===== config.mk =====
export PLATFORM = sky130hd
export DESIGN_NAME = fetch_stage
export DESIGN_NICKNAME = d
export VERILOG_FILES = /design/src/rtl/pipeline_pkg.sv /design/src/rtl/if_id_reg.sv /design/src/rtl/fetch_stage.sv
export SDC_FILE = /design/constraint.sdc
export NUM_CORES = 1
export LEC_CHECK = 0
export CAP_MARGIN = 20
export CORE_ASPECT_RATIO = 1.1
export CORE_UTILIZATION = 45
export DETAILED_ROUTE_END_ITERATION = 6
export GPL_TIMING_DRIVEN = 0
export MAX_ROUTING_LAYER = met4
export PLACE_DENSITY_LB_ADDON = 0.1
export SYNTH_ARGS = -nofsm -noshare
export SYNTH_HDL_FRONTEND = slang
export SYNTH_SLANG_ARGS = --single-unit

===== constraint.sdc =====
create_clock -name clk -period 2.45 [get_ports clk]
set_input_delay 0.245 -clock clk [delete_from_list [all_inputs] [get_ports clk]]
set_output_delay 0.245 -clock clk [all_outputs]
set_load 0.01 [all_outputs]

===== src/rtl/pipeline_pkg.sv =====
// pipeline_pkg: shared RV32I pipeline defaults, the IF/ID payload type and a saturating increment helper.
package pipeline_pkg;
  localparam int XLEN = 32;
  localparam logic [XLEN-1:0] NOP_INSTR = 32'h0000_0013;
  localparam logic [XLEN-1:0] RESET_PC = 32'h0000_0000;
  typedef struct packed {
    logic [XLEN-1:0] pc;
    logic [XLEN-1:0] pc_plus4;
    logic [XLEN-1:0] instr;
    logic valid;
  } if_id_t;
  function automatic logic [31:0] sat_inc(input logic [31:0] x);
    return &x ? x : x + 32'd1;
  endfunction
endpackage


===== src/rtl/if_id_reg.sv =====
// if_id_reg: IF/ID pipeline register; bubble overrides hold, hold overrides load.
module if_id_reg
  import pipeline_pkg::*;
#(
  parameter logic [XLEN-1:0] NOP = NOP_INSTR
) (
  input  logic   clk,
  input  logic   reset,
  input  logic   en,
  input  logic   bubble,
  input  if_id_t d,
  output if_id_t q
);
  localparam if_id_t BUB = '{pc: '0, pc_plus4: 32'd4, instr: NOP, valid: 1'b0};
  always_ff @(posedge clk) begin
    if (reset || bubble) q <= BUB;
    else if (en) q <= d;
  end
endmodule


===== src/rtl/fetch_stage.sv =====
// fetch_stage: IF stage owning the PC, next-PC mux and redirect misalignment flag.
// Optional perf counters under FETCH_PERF_COUNTERS_EN.
module fetch_stage
  import pipeline_pkg::*;
#(
  parameter logic [31:0] RESET_PC_P = RESET_PC,
  parameter int XLEN_P = XLEN,
  parameter logic [31:0] NOP_INSTR_P = NOP_INSTR
) (
  input  logic              clk,
  input  logic              reset,
  input  logic              stall,
  input  logic              flush,
  input  logic [XLEN_P-1:0] redirect_pc,
  output logic [XLEN_P-1:0] imem_addr,
  input  logic [XLEN_P-1:0] imem_instr,
  output logic [XLEN_P-1:0] if_id_pc,
  output logic [XLEN_P-1:0] if_id_pc_plus4,
  output logic [XLEN_P-1:0] if_id_instr,
  output logic              if_id_valid,
  output logic              misaligned_redirect
`ifdef FETCH_PERF_COUNTERS_EN
  ,
  output logic [31:0]       perf_fetched,
  output logic [31:0]       perf_stall_cycles,
  output logic [31:0]       perf_flushes
`endif
);
  logic [XLEN_P-1:0] pc_q, pc_d, pc_plus4;
  logic misaligned_q;
  if_id_t if_id_d, if_id_q;
  assign pc_plus4 = pc_q + 32'd4;
  assign pc_d = flush ? {redirect_pc[XLEN_P-1:2], 2'b00} : stall ? pc_q : pc_plus4;
  assign if_id_d = '{pc: pc_q, pc_plus4: pc_plus4, instr: imem_instr, valid: 1'b1};
  always_ff @(posedge clk) begin
    pc_q <= reset ? RESET_PC_P : pc_d;
    misaligned_q <= !reset && flush && |redirect_pc[1:0];
  end
  if_id_reg #(.NOP(NOP_INSTR_P)) u_if_id (
    .clk   (clk),
    .reset (reset),
    .en    (!stall),
    .bubble(flush),
    .d     (if_id_d),
    .q     (if_id_q)
  );
  assign imem_addr = pc_q;
  assign if_id_pc = if_id_q.pc;
  assign if_id_pc_plus4 = if_id_q.pc_plus4;
  assign if_id_instr = if_id_q.instr;
  assign if_id_valid = if_id_q.valid;
  assign misaligned_redirect = misaligned_q;
`ifdef FETCH_PERF_COUNTERS_EN
  always_ff @(posedge clk) begin
    if (reset) begin
      perf_fetched <= '0;
      perf_stall_cycles <= '0;
      perf_flushes <= '0;
    end else if (flush) perf_flushes <= sat_inc(perf_flushes);
    else if (stall) perf_stall_cycles <= sat_inc(perf_stall_cycles);
    else perf_fetched <= sat_inc(perf_fetched);
  end
`endif
endmodule

### After elaboration in Yosys (flattened, before gate mapping)

Cells that the tools add are included.
W data, S select, Z words.

* equality and inequality tests: 1
* reductions and logical operators: 6
* add/subtract/negate cells: 1
* muxes and demuxes: 2

Operators with widths (count)
* $mux W32: 2
* $add A32 B3 Y32 const B: 1
* $reduce_or A2 Y1: 2
* $logic_and A1 B1 Y1: 2
* $ne A2 B1 Y1 const B: 1
* $logic_not A1 Y1: 1
* $logic_or A1 B1 Y1: 1

* flip-flop bits (word level): 130
* logic and storage cells: 17

### Depth between registers and ports, before layout

* word-level depth: 3
* gate-level depth with buffers: 7
* mapped depth without buffers: 6

### Cells and area by module

From an unflattened synthesis, not the netlist that was laid out.

* cells, all modules: 624
* area, all modules: 5844.4 sq um

Modules (own cells, without submodules)
* if_id_reg: times used 1, cells an instance 314, area an instance 3487.1 sq um
* fetch_stage: times used 1, cells an instance 310, area an instance 2357.3 sq um

### Least setup slack after synthesis

OpenSTA, ideal clock, no wires.

* kind: reg2reg
* from: register pc_q[2] (netlist: imem_addr[2])
* to: register pc_q[26] (netlist: imem_addr[26])
* arrival: 1859 ps
* cell stages (with the launch flop): 8
* slack: 506 ps
* clock period less this slack: 1944 ps
* required time: 2364 ps
* buffers on the path: 1
* path through: dfxtp_1 > ha_1 > nand3_1 > buf_2 > nor4_4 > nand4_1 > xor2_1 > a211oi_1

* word-level cells in the longest chain between the ends: 3

RTL lines
* start: declaration: RTL line fetch_stage.sv:29 `logic [XLEN_P-1:0] pc_q, pc_d, pc_plus4;`
* start signal: assignment: RTL line fetch_stage.sv:36 `pc_q <= reset ? RESET_PC_P : pc_d;`
* $add A32 B3 Y32: RTL line fetch_stage.sv:32 `assign pc_plus4 = pc_q + 32'd4;`
* $mux W32 (2 in a row): RTL line fetch_stage.sv:33 `assign pc_d = flush ? {redirect_pc[XLEN_P-1:2], 2'b00} : stall ? pc_q : pc_plus4;`

No other way between the ends. The select of a mux whose other input is x is not followed.
A chain may end at the register's enable or synchronous reset.

==> run summary <==
outcome = completed
initial antenna violation count = 0
clk sinks = 124
initial DRC count = 310
met1 Resource Use GR = 34.7%
P_int = 0.00419 W
Root Buffer = clkbuf_16
period utilization = 95.0%
Seq cells post-synth = 124
largest net degree at the start of global routing = 17
via count = 5288
Lkg Pwr = 3.16 nW
sequential area share after synthesis = 45.4%
diodes inserted = 0
clk buf depth = 2
min Tclk post-route = 2.33 ns
TritonCTS clock tree = done
Crit path arrival time = 2.60 ns
r2r startpoint = imem_addr[3]
sequential share of power = 39.4%
post_cts resized = 0
Syn. warnings = 0
area leader, netlist = dfxtp_1
Die Height = 118 um
htree depth = 4
Buffers on Ports = 191
Initial Util = 47.0%
P_sw = 0.00130 W
Remaining Overflow, GRT = 0
drt first pass iters = 5
Synth Instances = 609
WS Path Type = in -> reg
Logic pwr share = 12.5%
DR DRC count = 0
Mean Syn Cell Area = 8.99 um^2
VDD IR max = 431 uV
hold buffers post-CTS = 0
Core Area = 11600 um^2
Hold Startpoint = redirect_pc[20]
GRT Overall Usage = 28.4%
Relative slew margins = 46.8%
async set-reset flop share out of synthesis = 0%
Yosys cell types = 41
register-to-register path setup slack = 0.22 ns
drt wl/cell = 17.3 um
clock power share = 48.0%
Power per Cell Area = 668 nW/um^2
WHS Endpoint = imem_addr[20]
layout cells sized above 1 = 8.00%
synthesis-to-finish area growth = 50.3%
Post-Route WL = 17100 um
crit end category = register
nets = 893
most frequent cell after synthesis = dfxtp_1
post-CTS repair timing setup buffer count = 0
worst r2r dst = imem_addr[26]
R2R cell count = 7
max_cap viols = 0
clock latency at the later pin of the worst-skew pair = 0.41 ns
Final ANT Viol Nets = 0
worst clock skew = 0.00862 ns
Post-synth EDFFs = 0
cell area after layout = 8220 um^2
first-pass GRT wire length = 26800 um
crit start category = input pin
endpoints failing hold = 0
ys flop type = dfxtp_1
cell depth of the worst hold path = 3
Placement Cell Area = 7590 um^2
die width = 107 um
Core Rows = 41
post-synthesis cell area = 5470 um^2
clk slew on worst S/H paths = 0.06 ns
DP HPWL = 12300 um
Slew @ Worst Pin = 0.792 ns
Synth top cells by count = 124 x dfxtp_1, 117 x nor2_1, 66 x mux2i_1, 38 x a21oi_1, 30 x xnor2_1
Worst EP required = 2.72 ns
RSZ-0062 raised after global routing = false
Min-Delay Path Class = in -> reg
fin. max-slew vios = 0
gr busiest metal = met2
Synth area leaders = dfxtp_1 45%, mux2i_1 12%, nor2_1 8.0%
GPL Wtd Cong = 0.908
CP Max Fanout = 10
Vias/cell = 5.36
Ports = 198
met2 Usage GRT = 45.8%
vias in the first global route = 5225
Total Die Area = 12600 um^2
met3 Use GR = 6.37%
Max Freq = 0.430 GHz
fin util = 70.6%
top cell type's share of synthesized area = 45.4%
Num CTS Buffers = 17
final setup vio count = 0
Net Sw Frac = 23.7%
## layer usage
metal | routed length [um] | vias up
met1 | 7010 | 2498
met3 | 1320 | 41
met5 | 0 | -
li1 | - | 2498
met4 | 361 | 0
met2 | 8370 | 251
## area by class of cell
cell class              instances  area [um^2]
well taps                     150          188
plain buffers                  58          273
repair buffers                191         1910
inverters                       8         30.0
clock inverters                 9          134
clock buffers                  23          498
flip-flops and latches        124         2480
fillers                       945         3420
multi-input cells             424         2710
## layout by cell type, fill, tap and decap left out, types with 3 or more instances in the layout
cell             count
nor4_1               4
buf_4                6
conb_1               6
nand4_1             10
mux2i_1             66
nor2b_1              4
a221oi_1             3
xnor2_1             30
nand3b_1             3
clkbuf_2             3
a21oi_1             38
inv_1                7
xor2_1              19
nor4_4               4
a211oi_1            15
clkbuf_8             5
nor3_1              11
nor2_1             117
nor4_2               3
bufinv_16            3
clkbuf_1            25
o21ai_0             26
clkinvlp_4           4
nand3_1             13
buf_2               11
clkbuf_16           17
or3_1                5
and3_1               3
buf_1               12
nand2_1             27
dfxtp_1            124
clkdlybuf4s50_1    191
## power groups by stage
| stage | clock network (W) | logic (W) | registers (W) |
|---|---|---|---|
| after floorplan | 0 | 0.000293 | 0.00223 |
| after global placement | 0 | 0.000670 | 0.00220 |
| after detailed placement | 0 | 0.000681 | 0.00221 |
| after CTS | 0.00265 | 0.000687 | 0.00217 |
| after global routing | 0.00275 | 0.000738 | 0.00218 |
| final | 0.00264 | 0.000689 | 0.00217 |
## sequential cells by signal, indices dropped and copies added (netlist names)
register	flops
misaligned_redirect	1
imem_addr	30
u_if_id.q	93
## cell families after synthesis
family / synth area share [%]
AO/OA/AOI/OAI: 9.10
XOR/XNOR: 7.84
adder cells (fa/ha/maj): 0.229
buffers and inverters: 5.53
flip-flops: 45.4
multiplexers: 12.1
other: 0.0685
AND/OR/NAND/NOR: 19.8
## worst max-delay path: stages
cell             delay (ns)
clkdlybuf4s50_1        0.54
clkbuf_1               0.47
buf_2                  0.36
buf_1                  0.61
mux2i_1                0.29
nor2_1                 0.06
## through the flow
stage | setup TNS (ns) | power (W) | instances | worst slack (ns) | hold slack, ns
2_1_floorplan | 0 | 0.00252 | 614 | 0.506 | 0.328
3_3_place_gp | -6.26 | 0.00287 | 955 | -0.187 | 0.442
3_5_place_dp | -7.62 | 0.00289 | 955 | -0.244 | 0.454
4_1_cts | 0 | 0.00550 | 987 | 0.125 | 0.401
5_1_grt | 0 | 0.00567 | 987 | 0.00505 | 0.406
6_report | 0 | 0.00549 | 987 | 0.123 | 0.415
## worst max path at each step
stage	startpoint	to	slack [ns]	depth (start not counted)
after global placement	stall	u_if_id.q[85]	-0.19	6
after global routing	imem_addr[3]	u_if_id.q[53]	0.005	7
final	stall	u_if_id.q[85]	0.12	6
after floorplan	imem_addr[2]	imem_addr[26]	0.51	7
after CTS	stall	u_if_id.q[85]	0.12	6
after detailed placement	stall	u_if_id.q[85]	-0.24	6
No activity file was read; power rests on OpenSTA's default activity.
==> patch 1 (same flow settings) <==
Build with the macro `FETCH_PERF_COUNTERS_EN` defined.
--- a/src/rtl/fetch_stage.sv
+++ b/src/rtl/fetch_stage.sv
@@ -1,4 +1,6 @@
 // fetch_stage: IF stage owning the PC, next-PC mux and redirect misalignment flag.
 // Optional perf counters under FETCH_PERF_COUNTERS_EN.
+`define FETCH_PERF_COUNTERS_EN
+
 module fetch_stage
   import pipeline_pkg::*;
Behaviour (old outputs only; new: perf_fetched, perf_flushes and perf_stall_cycles): unchanged (equiv_simple and equiv_induct, registers matched by name and starting in step).
==> patch 1 against the unedited design <==
- clock power grew 34%
- global-route usage is 0.91 points lower
- design area is 75% higher
- worst setup slack worse by 0.054 ns
- sequential cell count is 96 higher
- first-iteration DRC count up 69%
- area after synthesis grew 85%
- critical path depth grew 2
- routed wire length rose by 86%
- power is 47% higher
- critical path type is now reg -> reg
- largest power group is now registers
- highest routed layer unchanged
==> patch 1: results <==
export IMPL_grt_pass1_wl_mm=50.3
export IMPL_power_leakage_nw=4.96
export IMPL_clockBufferDepth=3
export IMPL_synth_top_family_by_area="simple AND/OR/NAND/NOR gates"
export IMPL_hp_start="redirect_pc[10]"
export IMPL_hold_class="in -> reg"
export IMPL_synthTopCellsByCount="dfxtp_1 (220), nor2_1 (149), a21oi_1 (89)"
export IMPL_largest_reg_flops=93
export IMPL_grt_pass1_vias=9379
export IMPL_peakVddDrop_mv=0.411
export IMPL_fillerInstances=1958
export IMPL_setup_worst_path_end="imem_addr[22]"
export IMPL_worst_path_max_fanout=10
export IMPL_synth_mux_area_frac=0.0804
export IMPL_status="complete, no violations"
export IMPL_fin_nets=1574
export IMPL_cts_root_buf="clkbuf_16"
export IMPL_vias=9979
export IMPL_post_dp_cell_area_um2=13400
export IMPL_hpwl_mm=23.3
export IMPL_gp_congestion=0.868
export IMPL_finalCriticalPeriod_ns=2.38
export IMPL_htreeDepth=1
export IMPL_critPathArrivalTime_ns=2.80
export IMPL_synthXorXnorAreaFrac=0.0561
export IMPL_place_ws_ns=-0.802
export IMPL_final_setup_skew_ns=0.00965
export IMPL_dp_cells=1770
export IMPL_reg2reg_depth=8
export IMPL_synthCells=1184
export IMPL_antenna_found_initial=1
export IMPL_fin_cells=1814
export IMPL_drive_gt1_frac=0.0856
export IMPL_synth_compound_area_frac=0.132
export IMPL_port_buffers=286
export IMPL_first_iter_violations=525
export IMPL_grt_use_total=0.275
export IMPL_synth_distinct_cells=63
export IMPL_rr_endpoint="imem_addr[22]"
export IMPL_reg2reg_slack_ns=0.07
export IMPL_synthAdderAreaFrac=0.00493
export IMPL_wl_per_cell_um=17.5
export IMPL_synth_area_leaders="dfxtp_1 (43%), mux2i_1 (6.7%), nor2_1 (5.5%)"
export IMPL_worst_pin_slew_ns=0.773
export IMPL_reg2reg_from="imem_addr[2]"
export IMPL_critPathLaunch="imem_addr[2]"
export IMPL_yosysSeqAreaShare=0.434
export IMPL_grt_max_degree=14
export IMPL_clock_latency_ns=0.51
export IMPL_cts_buffers=23
==> patch 1: cell count changes in the layout (fill, tap and decap cells not counted), moves of 26 or more <==
| cell | before | now |
|---|---|---|
| dfxtp_1 | 124 | 218 |
| a21oi_1 | 38 | 89 |
| o21ai_0 | 26 | 62 |
| nor2_1 | 117 | 149 |
| clkdlybuf4s50_1 | 191 | 286 |
| nand2_1 | 27 | 81 |
| nand4_1 | 10 | 36 |
| nand3_1 | 13 | 45 |
| or3_1 | 5 | 48 |
==> patch 1: power breakdown <==
group          switching (W)  internal, W  total [W]
clock network        0.00143      0.00210    0.00353
registers          0.0000900      0.00366    0.00375
logic               0.000387     0.000388   0.000775
total                0.00191      0.00615    0.00806
==> patch 1: stage by stage <==
step,TNS (ns),power (W),utilization
final,0,0.00806,0.649
after global routing,-0.111,0.00837,0.649
after CTS,0,0.00812,0.644
after detailed placement,-65.72,0.00460,0.606
after global placement,-60.24,0.00459,0.606
after floorplan,0,0.00419,-
==> patch 1: cell families after synthesis <==
logic type / Yosys count
XOR/XNOR: 65
AND/OR/NAND/NOR: 492
flip-flops: 220
AO/OA/AOI/OAI: 224
other: 1
buffers and inverters: 98
multiplexers: 80
adder cells (fa/ha/maj): 4
==> patch 1: area by class of cell <==
class	count	share of cell area
timing repair buffer	292	0.203
clock inverter	5	0.00366
sequential	220	0.307
clock buffer	36	0.0498
buffer	77	0.0239
multi-input combinational	871	0.382
inverter	17	0.00445
antenna	1	0.000174
tap	295	0.0257
==> patch 1: critical path, cell delays in order, from the launching register on <==
cell and delay (ns):
dfxtp_4 0.40, ha_2 0.23, nand3_4 0.13, or4_1 0.56
buf_2 0.21, buf_2 0.22, nor3_2 0.21, xnor2_1 0.10
a211oi_1 0.24
==> patch 1: per-layer routing <==
metal / vias up / global-route usage / share of wire
met2: 332 / 0.469 / 0.48
met5: - / - / 0
met1: 4721 / 0.331 / 0.42
met3: 50 / 0.0481 / 0.069
met4: 0 / 0.0761 / 0.023
li1: 4876 / - / -
==> patch 1: worst min path at each step <==
| stage | endpoint | slack [ns] |
|---|---|---|
| 4_1_cts | imem_addr[10] | 0.30 |
| 3_5_place_dp | u_if_id.q[60] | 0.44 |
| 6_report | imem_addr[10] | 0.31 |
| 3_3_place_gp | u_if_id.q[60] | 0.44 |
| 2_1_floorplan | u_if_id.q[1] | 0.37 |
| 5_1_grt | imem_addr[10] | 0.32 |
==> patch 1: what timing repair did <==
| action | in CTS | in global routing |
|---|---|---|
| hold buffers | 0 | 0 |
| resized for setup | 12 | 33 |
| pin swaps | 1 | 2 |
| endpoints found under the setup margin | 80 | 89 |
| buffers inserted | 2 | 4 |
==> patch 2 (same flow settings) <==
Made on the original files. Register the output `misaligned_redirect` once more; this adds one clock of latency there. The other outputs are not delayed to match.
--- a/src/rtl/fetch_stage.sv
+++ b/src/rtl/fetch_stage.sv
@@ -50,5 +50,7 @@
   assign if_id_instr = if_id_q.instr;
   assign if_id_valid = if_id_q.valid;
-  assign misaligned_redirect = misaligned_q;
+  always_ff @(posedge clk) begin
+    misaligned_redirect <= misaligned_q;
+  end
 `ifdef FETCH_PERF_COUNTERS_EN
   always_ff @(posedge clk) begin
Function: changed (Yosys sat finds a counterexample within 4 cycles, from zero or initial values and one cycle with reset high).
==> patch 2 against the unedited design <==
- worst setup slack gained 0.038 ns
- critical path depth is the same
- first-iteration DRC count grew 9.7%
- critical endpoint is now u_if_id.q[83]
- core utilization shrank 0.89 points
- hold slack lost 0.090 ns
- non-clock buffer count is the same
- sequential cell count grew 1
- design area shrank 0.82%
- clock power shrank 14%
- highest routed layer unchanged
- area after synthesis grew 0.37%
- combinational power shrank 0.7%
- power shrank 6.3%
- routed wire length shrank 1.7%
==> patch 2: results <==
export IMPL_hpwl_mm=12.4
export IMPL_hold_end="misaligned_redirect"
export IMPL_synthXorXnorAreaFrac=0.0781
export IMPL_hold_buffers=0
export IMPL_grt_pass1_wl_mm=26.8
export IMPL_worstHoldPathCells=0
export IMPL_synth_compound_area_frac=0.0907
export IMPL_rr_endpoint="u_if_id.q[53]"
export IMPL_clock_latency_ns=0.41
export IMPL_grt_pass1_vias=5111
export IMPL_yosysSeqAreaShare=0.456
export IMPL_status="complete, no violations"
export IMPL_critPathMaxStageDelay_ns=0.63
export IMPL_fin_nets=894
export IMPL_peakVddDrop_mv=0.403
export IMPL_critPathArrivalTime_ns=2.57
export IMPL_synth_main_ff_cell="dfxtp_1"
export IMPL_final_setup_skew_ns=0.00745
export IMPL_synthAdderAreaFrac=0.00228
export IMPL_drt_vias_per_instance=5.28
export IMPL_largest_reg_flops=93
export IMPL_hp_start="misaligned_q"
export IMPL_cts_root_buf="clkbuf_16"
export IMPL_firstDrtPassIters=5
export IMPL_synth_area_leaders="dfxtp_1 (46%), mux2i_1 (12%), nor2_1 (8.0%)"
export IMPL_synthTopCellsByCount="dfxtp_1 (125), nor2_1 (117), mux2i_1 (66)"
export IMPL_synth_distinct_cells=41
export IMPL_slew_headroom=0.472
export IMPL_grt_use_total=0.283
export IMPL_power_leakage_nw=3.13
export IMPL_hold_ws_ns=0.325
export IMPL_first_iter_violations=340
export IMPL_wl_per_cell_um=17.0
export IMPL_gp_congestion=0.913
export IMPL_grt_max_degree=17
export IMPL_worst_path_max_fanout=10
export IMPL_reg2reg_from="imem_addr[2]"
export IMPL_synth_mux_area_frac=0.120
export IMPL_reg2reg_slack_ns=0.25
export IMPL_post_dp_cell_area_um2=7610
export IMPL_switching_share=0.259
export IMPL_drive_gt1_frac=0.0811
export IMPL_fillerInstances=976
export IMPL_hold_class="reg -> reg"
export IMPL_post_cts_repair_setup_buffers=0
-- patch 2: area by class of cell --
cell class                      count  area, um2  area share
Tap cell                          150        188      0.0230
Timing Repair Buffer              191       1910       0.234
Clock buffer                       19        453      0.0555
Multi-Input combinational cell    424       2710       0.332
Buffer                             58        273      0.0334
Sequential cell                   125       2500       0.307
Clock inverter                     13       91.3      0.0112
Inverter                            8       30.0     0.00368
-- patch 2: stage by stage --
stage          instances  setup slack (ns)  TNS, ns  power (W)
4_1_cts              988             0.143        0    0.00518
6_report             988             0.161        0    0.00515
3_5_place_dp         956            -0.293   -10.19    0.00290
5_1_grt              988            0.0113        0    0.00534
3_3_place_gp         956            -0.246    -8.19    0.00289
2_1_floorplan        615             0.506        0    0.00254
-- patch 2: critical path: cells and delay by family --
kind | cells | cell delay [ns]
buffers and inverters | 4 | 1.98
multiplexers | 1 | 0.27
AND/OR/NAND/NOR | 1 | 0.05
-- patch 2: power groups by stage --
stage	Sequential [W]	Clock [W]	Combinational [W]
final	0.00218	0.00228	0.000684
after global routing	0.00219	0.00241	0.000737
after CTS	0.00218	0.00231	0.000684
after detailed placement	0.00222	0	0.000679
after global placement	0.00222	0	0.000670
after floorplan	0.00225	0	0.000293
-- patch 2: worst max path at each step --
stage                 startpoint            end  slack (ns)  cells after the start
finish                     stall  u_if_id.q[83]        0.16                      6
detailed placement         stall  u_if_id.q[83]       -0.29                      6
global placement           stall  u_if_id.q[85]       -0.25                      6
global route               stall  u_if_id.q[79]        0.01                      6
CTS                        stall  u_if_id.q[83]        0.14                      6
floorplan           imem_addr[2]  imem_addr[26]        0.51                      7
-- patch 2: routing by layer --
metal  track usage  wire (um)
met5             -          0
met3        0.0598       1280
met1         0.341       6840
met4         0.102        303
met2         0.465       8330
